[config.mk]
export PLATFORM = sky130hd
export DESIGN_NAME = mux_pipe_stage
export DESIGN_NICKNAME = d
export VERILOG_FILES = /design/src/rtl/mux_pipe_stage.sv
export SDC_FILE = /design/constraint.sdc
export NUM_CORES = 1
export LEC_CHECK = 0
export BUFFER_PORTS_ARGS = -buffer_cell sky130_fd_sc_hd__buf_2
export CAP_MARGIN = 20
export CELL_PAD_IN_SITES_DETAIL_PLACEMENT = 1
export CELL_PAD_IN_SITES_GLOBAL_PLACEMENT = 2
export CORE_MARGIN = 5
export CORE_UTILIZATION = 21
export DETAILED_ROUTE_END_ITERATION = 10
export PLACE_DENSITY_LB_ADDON = 0.25
export SYNTH_ARGS = -nofsm -noshare
export SYNTH_HDL_FRONTEND = slang
export SYNTH_SLANG_ARGS = --single-unit
[constraint.sdc]
create_clock -name clk -period 2.1 [get_ports clk]
set_input_delay 0 -clock clk [delete_from_list [all_inputs] [get_ports clk]]
set_output_delay 0 -clock clk [all_outputs]
set_load 0.01 [all_outputs]
[src/rtl/mux_pipe_stage.sv]
`default_nettype none
// ============================================================================
// mux_pipe_stage : N-way registered select mux with valid/ready handshake,
//                  out-of-range flag/count; optional MUX_PIPE_STAGE_SKID_EN skid.
// Revision: 1.0
// ============================================================================
module mux_pipe_stage #(
  parameter int WIDTH = 32,
  parameter int N     = 5,
  parameter int SEL_W = 3,
  parameter int CNT_W = 8
) (
  input  logic               clk,
  input  logic               rst,
  input  logic               in_valid,
  output logic               in_ready,
  input  logic [N*WIDTH-1:0] in_data,
  input  logic [SEL_W-1:0]   in_sel,
  output logic               out_valid,
  input  logic               out_ready,
  output logic [WIDTH-1:0]   out_data,
  output logic               out_err,
  output logic [CNT_W-1:0]   err_cnt
);

  logic [WIDTH-1:0] w_sel_data;
  logic             w_sel_err;
  logic             w_acc;
  logic             w_xfer;

  logic             r_valid;
  logic [WIDTH-1:0] r_data;
  logic             r_err;
  logic [CNT_W-1:0] r_cnt;

  // Out-of-range selects fall through every lane compare and leave zero.
  always_comb begin
    w_sel_data = '0;
    for (int i = 0; i < N; i++) begin
      if (in_sel == SEL_W'(i)) begin
        w_sel_data = in_data[i*WIDTH +: WIDTH];
      end
    end
  end

  assign w_sel_err = (32'(in_sel) >= N);
  assign w_acc     = in_valid && in_ready;
  assign w_xfer    = r_valid && out_ready;

  always_ff @(posedge clk) begin
    if (rst) begin
      r_cnt <= '0;
    end else if (w_acc && w_sel_err && (r_cnt != {CNT_W{1'b1}})) begin
      r_cnt <= r_cnt + 1'b1;
    end
  end

`ifdef MUX_PIPE_STAGE_SKID_EN
  logic             r_skid_valid;
  logic [WIDTH-1:0] r_skid_data;
  logic             r_skid_err;

  // Ready depends only on skid occupancy, never on out_ready.
  assign in_ready = !rst && !r_skid_valid;

  always_ff @(posedge clk) begin
    if (rst) begin
      r_valid      <= 1'b0;
      r_data       <= '0;
      r_err        <= 1'b0;
      r_skid_valid <= 1'b0;
      r_skid_data  <= '0;
      r_skid_err   <= 1'b0;
    end else if (w_xfer || !r_valid) begin
      if (r_skid_valid) begin
        r_valid      <= 1'b1;
        r_data       <= r_skid_data;
        r_err        <= r_skid_err;
        r_skid_valid <= 1'b0;
      end else if (w_acc) begin
        r_valid <= 1'b1;
        r_data  <= w_sel_data;
        r_err   <= w_sel_err;
      end else begin
        r_valid <= 1'b0;
      end
    end else if (w_acc) begin
      // Main is stalled: park the new entry without touching main.
      r_skid_valid <= 1'b1;
      r_skid_data  <= w_sel_data;
      r_skid_err   <= w_sel_err;
    end
  end
`else
  assign in_ready = !rst && (!r_valid || out_ready);

  always_ff @(posedge clk) begin
    if (rst) begin
      r_valid <= 1'b0;
      r_data  <= '0;
      r_err   <= 1'b0;
    end else if (w_acc) begin
      r_valid <= 1'b1;
      r_data  <= w_sel_data;
      r_err   <= w_sel_err;
    end else if (w_xfer) begin
      r_valid <= 1'b0;
    end
  end
`endif

  assign out_valid = r_valid;
  assign out_data  = r_data;
  assign out_err   = r_err;
  assign err_cnt   = r_cnt;

endmodule
`default_nettype wire

==> Word level (Yosys, flattened, before mapping) <==
Cells that the tools add are included.
{ "totals": {"regBits": 42, "input_bits": 167, "output_inout_bits": 43, "wordCells": 28} }
{ "op_classes": {"n_addsub": 1, "order_cmp": 1, "eq_ne": 5, "mux": 7, "n_reduce_logical": 10} }
{ "ops": {"columns": ["cell", "n"], "rows": [
  ["$mux 32", 5],
  ["$add 8x1->8 const B", 1],
  ["$ne 8x8->1 const B", 1],
  ["$eq 3x2->1 const B", 2],
  ["$logic_and 1x1->1", 5],
  ["$eq 3x1->1 const B", 1],
  ["$eq 3x3->1 const B", 1],
  ["$ge 3x3->1 const B", 1],
  ["$logic_not 3->1", 1],
  ["$logic_not 1->1", 2],
  ["$mux 1", 2],
  ["$reduce_bool 2->1", 1],
  ["$logic_or 1x1->1", 1]
]} }

==> Longest topological paths before layout <==
Gate-level depths: netlist of run 1.
{ "depth": {"word_depth": 6, "ltp_mapped": 6, "ltp_nobuf": 5} }

==> Worst setup path after synthesis of run 1 <==
OpenSTA, ideal clock, no wires.
{ "synth_path": {"path_type": "flip-flop to flip-flop", "from": "register r_valid, in the netlist out_valid", "to": "register r_cnt[7], in the netlist err_cnt[7]", "setup_ps": 132, "t_arrival_ps": 1463, "t_required_ps": 1968, "slack_ps": 505, "stages_incl_launch_ff": 6, "n_path_buf": 1, "period_less_slack_ps": 1595, "cell_sequence": "dfxtp_1 -> nor2b_1 -> or3_4 -> buf_2 -> o41ai_1 -> a21oi_1"} }
{ "synth_via": {"elab_chain_len": 6} }
{ "synth_lines": {"columns": ["element", "line", "rtl"], "rows": [
  ["from (decl)", "31", "logic r_valid;"],
  ["from (signal assigned)", "99", "r_valid <= 1'b0;"],
  ["from (signal assigned)", "103", "r_valid <= 1'b1;"],
  ["from (signal assigned)", "107", "r_valid <= 1'b0;"],
  ["$logic_not 1->1", "95", "assign in_ready = !rst && (!r_valid || out_ready);"],
  ["$logic_or 1x1->1", "95", null],
  ["$logic_and 1x1->1", "95", null],
  ["$logic_and 1x1->1", "47", "assign w_acc = in_valid && in_ready;"],
  ["$logic_and 1x1->1 (2 in a row)", "53", "end else if (w_acc && w_sel_err && (r_cnt != {CNT_W{1'b1}})) begin"],
  ["to (signal assigned)", "54", "r_cnt <= r_cnt + 1'b1;"],
  ["to (decl)", "34", "logic [CNT_W-1:0] r_cnt;"]
]} }
Every way passes these cells.
A chain may end at the register's enable or synchronous reset.

==> Final worst setup path of run 1 <==
Ends and elaborated chain as after synthesis.

==> results by group, run 1 <==
Drt
  • # DRC: 0
  • Top Layer Used: met4
  • Pre-antenna DRT Iters: 4
  • Routed length on met1: 4390 µm
  • Total wire length: 10740 µm
  • DR iter-0 viols: 124
  • Met3 Routed Length: 762 µm
  • Vias/cell: 4.858
  • Vias: 2881
  • Drt wl/cell: 18.12 µm
  • Routed length on met2: 5518 µm
  • Final antenna-violating net count: 0

Pwr
  • Register share of total power: 0.392
  • Comb pwr share: 0.258
  • Peak VDD IR: 0.2919 mV
  • Clock share of power: 0.350
  • Internal power: 1.637 mW
  • Sw frac: 0.2701
  • NetSw: 605.7 µW
  • PwrDens: 571.2 nW/µm²
  • Pleak: 1.784 nW

STA
  • Minimum clock period: 1.825 ns
  • RSZ-0062 raised after global routing: no
  • Final WS setup: 0.2745 ns
  • Hold Fails Final Rpt: 0
  • Final slew viol count: 0
  • Worst-margin pin slew: 0.9644 ns
  • Hold WS: 0.03016 ns
  • Final setup fails: 0
  • Fmax: 547.8 MHz
  • Clock Skews: 0.004710 ns
  • Final period utilization: 0.8693
  • Worst slew margin: 0.3564
  • TNS Setup: 0 ns

Synth
  • FF+latch count, synth: 42
  • Asr flop ratio synth: 0
  • Mapped cell area: 2542 µm²
  • Top post-synthesis cells by count: dfxtp_1 (42), a21oi_1 (33), a22oi_1 (32), mux4_2 (32), nor2_1 (22)
  • Synth area leaders: dfxtp_1 (33%), mux4_2 (28%), a22oi_1 (9.4%)
  • Top-count cell post-synth: dfxtp_1
  • Syn_nets: 409
  • Number of enable flip-flop cells after synthesis: 0
  • Sequential cell area fraction in the yosys report: 0.3307
  • Synth area leader: dfxtp_1
  • Post-synthesis cell type count: 29
  • Syn. warnings: 0
  • Synth Area per Inst: 10.55 µm²
  • Top FF cell, synth: dfxtp_1
  • Synth top area share: 0.3307
  • Syn Inst Count: 241

Die
  • DIE AREA: 14410 µm²
  • Die Y: 120.0 µm
  • I/O pin cnt: 210
  • Core Footprint: 11960 µm²
  • Chip Width: 120.0 µm
  • Num rows: 40
  • Starting Density: 0.2126

Finish
  • Area of the multi-input gates: 1600 µm²
  • FF/Latch Area: 840.8 µm²
  • Fin nets: 613
  • Inserted Diodes: 0
  • Final instance area: 3926 µm²
  • Fill cells: 1417
  • Layout area overhead: 54.43%
  • Share of layout cells above drive strength 1: 0.6009

Global routing
  • Initial antenna violation count: 0
  • Total grt overflow: 0
  • Largest net degree at the start of global routing: 49
  • Total track usage: 0.1436
  • Vias in the first global route: 3108
  • First-pass GRT wire length: 16460 µm

Setup path
  • CP Cell Sequence: nor2b_1, buf_4, or3_4, or4_1, a21oi_1
  • Crit path arrival time: 2.04 ns
  • CP Launch Type: flip-flop
  • Critical path's largest stage delay: 0.48 ns
  • CP required: 2.32 ns
  • Worst Path Buf+Inv: 1
  • Slowest-stage cell, CP: or4_1
  • CP delay by family, top: simple AND/OR/NAND/NOR gates
  • Crit path max fanout: 15
  • Setup CP Type: reg -> reg
  • Crit end category: flip-flop

Clocking
  • Clock root buffer: clkbuf_16
  • H-tree depth: 2
  • Post-CTS setup buffers: 0
  • TritonCTS Buffers: 5
  • Worst skew pair latency: 0.28 ns
  • Clock-pin slew on the worst setup and hold paths: 0.06 ns
  • Clk sinks: 42
  • Clk buf depth: 2
  • CTS tree: done

Placed design
  • Pre-CTS setup slack: 0.1221 ns
  • GP Congestion: 0.7459
  • DP HPWL: 8742 µm
  • Area after DPL: 3759 µm²
  • Count of port buffers added during placement: 209

Flow run
  • Max_cap viols: 0

Run status
  • Status: completed

Min path
  • HP Class: in -> reg
==> per-layer routing <==
metal,vias to the layer above,global-route usage
met5,-,0
met4,0,0.03221
met3,4,0.04194
met2,106,0.2518
met1,1394,0.1733
li1,1377,-
==> path summary, 6_finish.rpt <==
path / start / to / slack (ns) / cells after the start
worst max-delay path: out_valid$_SDFFE_PP0P_ / err_cnt[7]$_SDFFE_PP0P_ / 0.27 / 5
worst max register to register: out_valid$_SDFFE_PP0P_ / err_cnt[7]$_SDFFE_PP0P_ / 0.27 / 5
worst min-delay path: in_data[152] / out_data[24]$_SDFFE_PP0P_ / 0.03 / 3
worst min register to register: out_err$_SDFFE_PP0P_ / out_err$_SDFFE_PP0P_ / 0.47 / 2
==> area by class of cell <==
cell class | count | area share
multi-input cells | 172 | 0.4076
repair buffers | 221 | 0.2900
flip-flops and latches | 42 | 0.2141
well taps | 147 | 0.04684
clock buffers | 6 | 0.03537
clock inverters | 2 | 0.003187
inverters | 3 | 0.002868
==> power groups by stage <==
stage | Sequential [mW] | Combinational, mW | Clock, mW
after floorplan | 0.923 | 0.276 | 0
after detailed placement | 0.898 | 0.588 | 0
after global placement | 0.898 | 0.575 | 0
final | 0.880 | 0.578 | 0.785
after global routing | 0.886 | 0.639 | 0.852
after CTS | 0.880 | 0.591 | 0.829
==> cell usage in the layout, fill, tap and decap left out <==
| cell | netlist | routed |
|---|---|---|
| or3b_1 | 1 | 1 |
| a21oi_1 | 33 | 33 |
| nor3_1 | 2 | 1 |
| or4_1 | 2 | 2 |
| inv_1 | 1 | 1 |
| a22oi_1 | 32 | 32 |
| nor4_2 | 2 | 2 |
| clkbuf_8 | 0 | 1 |
| o311ai_1 | 2 | 2 |
| dlygate4sd3_1 | 0 | 1 |
| nand3_1 | 1 | 1 |
| clkinv_1 | 1 | 1 |
| mux4_2 | 32 | 32 |
| o21ai_1 | 2 | 2 |
| nor2_4 | 0 | 1 |
| clkinv_2 | 0 | 1 |
| nor3_2 | 0 | 1 |
| clkinvlp_4 | 0 | 1 |
| o21ai_0 | 4 | 4 |
| mux2i_1 | 2 | 2 |
| or3_4 | 1 | 1 |
| inv_2 | 1 | 1 |
| buf_2 | 6 | 209 |
| nand2_1 | 7 | 7 |
| nor2_2 | 0 | 1 |
| or3_1 | 2 | 2 |
| clkbuf_16 | 0 | 5 |
| nor2b_1 | 1 | 1 |
| nand4_1 | 1 | 1 |
| nor2_1 | 22 | 21 |
| dfxtp_1 | 42 | 42 |
| a211oi_1 | 18 | 18 |
| buf_4 | 0 | 11 |
| o41ai_1 | 2 | 2 |
| ha_1 | 1 | 1 |
| nand2b_4 | 1 | 1 |
==> sequential cells by signal, summed over array words and instances, names as in the netlist <==
| signal | cells |
|---|---|
| out_data | 32 |
| err_cnt | 8 |
| out_err | 1 |
| out_valid | 1 |
==> cells by family (layout without fill, tap and decap cells) <==
family | Yosys count | count (layout) | share of synthesized area
AOI/OAI and AO/OA | 93 | 93 | 0.2382
adders and majority gates | 1 | 1 | 0.004920
buffers and inverters | 28 | 232 | 0.04724
DFF | 42 | 42 | 0.3307
muxes | 34 | 34 | 0.2913
and+or+nand+nor | 43 | 44 | 0.08760
==> worst register-to-register path, stage by stage (launching register included) <==
cell and delay (ns):
dfxtp_1 0.31, nor2b_1 0.19, buf_4 0.17, or3_4 0.47
or4_1 0.49, a21oi_1 0.14
==> repair_timing <==
item                                   4_1_cts  5_1_grt
hold buffers                                 1        0
endpoints found under the hold margin        1        0
setup endpoints to repair                    0        7
gates resized for setup                      0        0
==> stage by stage <==
| stage | total power, mW | cells | utilization |
|---|---|---|---|
| after floorplan | 1.199 | 241 | - |
| after global placement | 1.473 | 583 | 0.3142 |
| after detailed placement | 1.487 | 583 | 0.3142 |
| after CTS | 2.301 | 592 | 0.3277 |
| after global routing | 2.378 | 593 | 0.3282 |
| final | 2.243 | 593 | 0.3282 |
No activity file was read; power rests on OpenSTA's default activity.
==> inputs of run 2 (changes only) <==
--- a/config.mk
+++ b/config.mk
@@ -13,6 +13,8 @@
 export CORE_UTILIZATION = 21
 export DETAILED_ROUTE_END_ITERATION = 10
 export PLACE_DENSITY_LB_ADDON = 0.25
+export REMOVE_ABC_BUFFERS = 1
+export SLEW_MARGIN = 20
 export SYNTH_ARGS = -nofsm -noshare
 export SYNTH_HDL_FRONTEND = slang
 export SYNTH_SLANG_ARGS = --single-unit
==> run 2 against run 1 <==
Compared with the run above: maximum frequency grew 4.6%; critical path depth is the same; sequential power about the same; final cell count decreased by 0.17%; register-to-register slack improved by 0.08 ns; largest power group unchanged; wire length fell by 1.5%; combinational power is 0.9% lower; core utilization decreased by 0.15 points; worst setup slack gained 0.081 ns; clock skew fell by 0.0010 ns; sequential share of layout area is 0.096 points higher; clock power is 7.9% lower.
==> results by group, run 2 (synthesis results as in run 1) <==
Setup path
  • Crit path arrival time: 1.93 ns (was 2.04 ns)
  • Slowest-stage cell, CP: nor2_4 (was or4_1)
  • Critical path's largest stage delay: 0.56 ns (was 0.48 ns)
  • CP Launch Type: flip-flop (unchanged)
  • Worst Path Buf+Inv: 1 (unchanged)
  • CP Cell Sequence: nor2b_1, nor2_4, buf_12, nor2_1, a211oi_1 (was nor2b_1, buf_4, or3_4, or4_1, a21oi_1)
  • CP required: 2.28 ns (was 2.32 ns)
  • Setup CP Type: reg -> reg (unchanged)
  • CP delay by family, top: simple AND/OR/NAND/NOR gates (unchanged)
  • Crit path max fanout: 36 (was 15)
  • Crit end category: flip-flop (unchanged)

Finish
  • Layout area overhead: 53.74% (was 54.43%)
  • Fin nets: 611 (was 613)
  • Final core utilization: 0.3268 (was 0.3282)
  • Share of layout cells above drive strength 1: 0.5959 (was 0.6009)
  • Commonest non-fill, non-tap cell in the layout: buf_2 (unchanged)
  • Max reg flops: 32 (unchanged)
  • Most frequent cells in the layout: buf_2 (209), dfxtp_1 (42), a21oi_1 (33), mux4_2 (32), a22oi_1 (32) (unchanged)
  • Post-Layout Cell Count: 592 (was 593)

STA
  • TNS Setup: 0 ns (unchanged)
  • Final setup fails: 0 (unchanged)
  • RSZ-0062 raised after global routing: no (unchanged)
  • Worst-margin pin slew: 0.6766 ns (was 0.9644 ns)
  • Worst slew margin: 0.5479 (was 0.3564)
  • Final period utilization: 0.8307 (was 0.8693)
  • Minimum clock period: 1.744 ns (was 1.825 ns)
  • Fmax: 573.3 MHz (was 547.8 MHz)
  • Hold WS: 0.01143 ns (was 0.03016 ns)
  • Hold Fails Final Rpt: 0 (unchanged)
  • Final slew viol count: 0 (unchanged)
  • Clock Skews: 0.003700 ns (was 0.004710 ns)

Clocking
  • Post-CTS setup buffers: 0 (unchanged)
  • TritonCTS Buffers: 5 (unchanged)
  • Worst skew pair latency: 0.27 ns (was 0.28 ns)
  • CTS tree: done (unchanged)
  • Clk sinks: 42 (unchanged)
  • Cts-stage hold buffer count: 0 (was 1)
  • Resized Gates After CTS: 0 (unchanged)
  • H-tree depth: 2 (unchanged)
  • Clock-pin slew on the worst setup and hold paths: 0.06 ns (about the same)
  • Clock root buffer: clkbuf_16 (unchanged)
  • Clk buf depth: 2 (unchanged)

Global routing
  • Total track usage: 0.1445 (was 0.1436)
  • Largest net degree at the start of global routing: 37 (was 49)
  • Initial antenna violation count: 3 (was 0)
  • Vias in the first global route: 3217 (was 3108)
  • First-pass GRT wire length: 16520 µm (was 16460 µm)
  • Total grt overflow: 0 (unchanged)

Die
  • Starting Density: 0.2126 (unchanged)
  • Core Footprint: 11960 µm² (unchanged)
  • DIE AREA: 14410 µm² (unchanged)
  • I/O pin cnt: 210 (unchanged)
  • Chip Width: 120.0 µm (unchanged)
  • Die Y: 120.0 µm (unchanged)
  • Num rows: 40 (unchanged)

Run status
  • Status: completed (unchanged)

Drt
  • Vias: 2862 (was 2881)
  • DR iter-0 viols: 112 (was 124)
  • Pre-antenna DRT Iters: 4 (unchanged)
  • Total wire length: 10580 µm (was 10740 µm)
  • # DRC: 0 (unchanged)
  • Final antenna-violating net count: 0 (unchanged)
  • Vias/cell: 4.834 (was 4.858)
  • Drt wl/cell: 17.88 µm (was 18.12 µm)

Placed design
  • GP Congestion: 0.6709 (was 0.7459)
  • Placed cell count: 583 (unchanged)
  • Count of port buffers added during placement: 209 (unchanged)
  • DP HPWL: 8642 µm (was 8742 µm)

Pwr
  • Pleak: 1.773 nW (was 1.784 nW)
  • Power, Total: 2.175 mW (was 2.243 mW)
  • PwrDens: 556.4 nW/µm² (was 571.2 nW/µm²)
  • Peak VDD IR: 0.3222 mV (was 0.2919 mV)

Min path
  • HP Class: in -> reg (unchanged)

Flow run
  • Max_cap viols: 0 (unchanged)
## run 2: final cells by class
class | count | area [µm²]
repair buffers | 220 | 1141
fillers | 1454 | 8053
inverters | 3 | 11.26
clock buffers | 7 | 132.6
flip-flops and latches | 42 | 840.8
diodes | 2 | 5.005
multi-input cells | 171 | 1594
well taps | 147 | 183.9
## run 2: tightest hold or removal path, stage by stage
cell	delay, ns
buf_2	0.11
nor2_1	0.05
nor2_1	0.08
## run 2: routing by layer
| layer | GRT usage | wire [µm] | part of all wire | up-vias |
|---|---|---|---|---|
| met4 | 0.03436 | 75 | 0.0071 | 2 |
| met5 | 0 | 7 | 0.00066 | - |
| met1 | 0.1627 | 4102 | 0.39 | 1371 |
| li1 | - | - | - | 1378 |
| met2 | 0.2624 | 5563 | 0.53 | 105 |
| met3 | 0.04760 | 833 | 0.079 | 6 |
## run 2: stage by stage
step,worst slack [ns],cell area [µm²]
after global routing,0.1393,3909
final,0.3556,3909
after global placement,0.4251,3771
after detailed placement,0.3221,3771
after CTS,0.3064,3904
after floorplan,-0.7743,2434
## run 2: worst paths after layout
check,start,end,depth (start not counted),slack [ns]
max,out_valid$_SDFFE_PP0P_,out_data[10]$_SDFFE_PP0P_,5,0.36
min,in_valid,out_valid$_SDFFE_PP0P_,3,0.01
max reg2reg,out_valid$_SDFFE_PP0P_,out_data[10]$_SDFFE_PP0P_,5,0.36
min reg2reg,out_err$_SDFFE_PP0P_,out_err$_SDFFE_PP0P_,2,0.48
## run 2: where the power goes
part           switching (mW)  leakage [nW]  internal [mW]
registers              0.0262         0.346          0.853
clock network           0.288        0.0640          0.435
logic                   0.259          1.36          0.314
total                   0.573          1.77           1.60
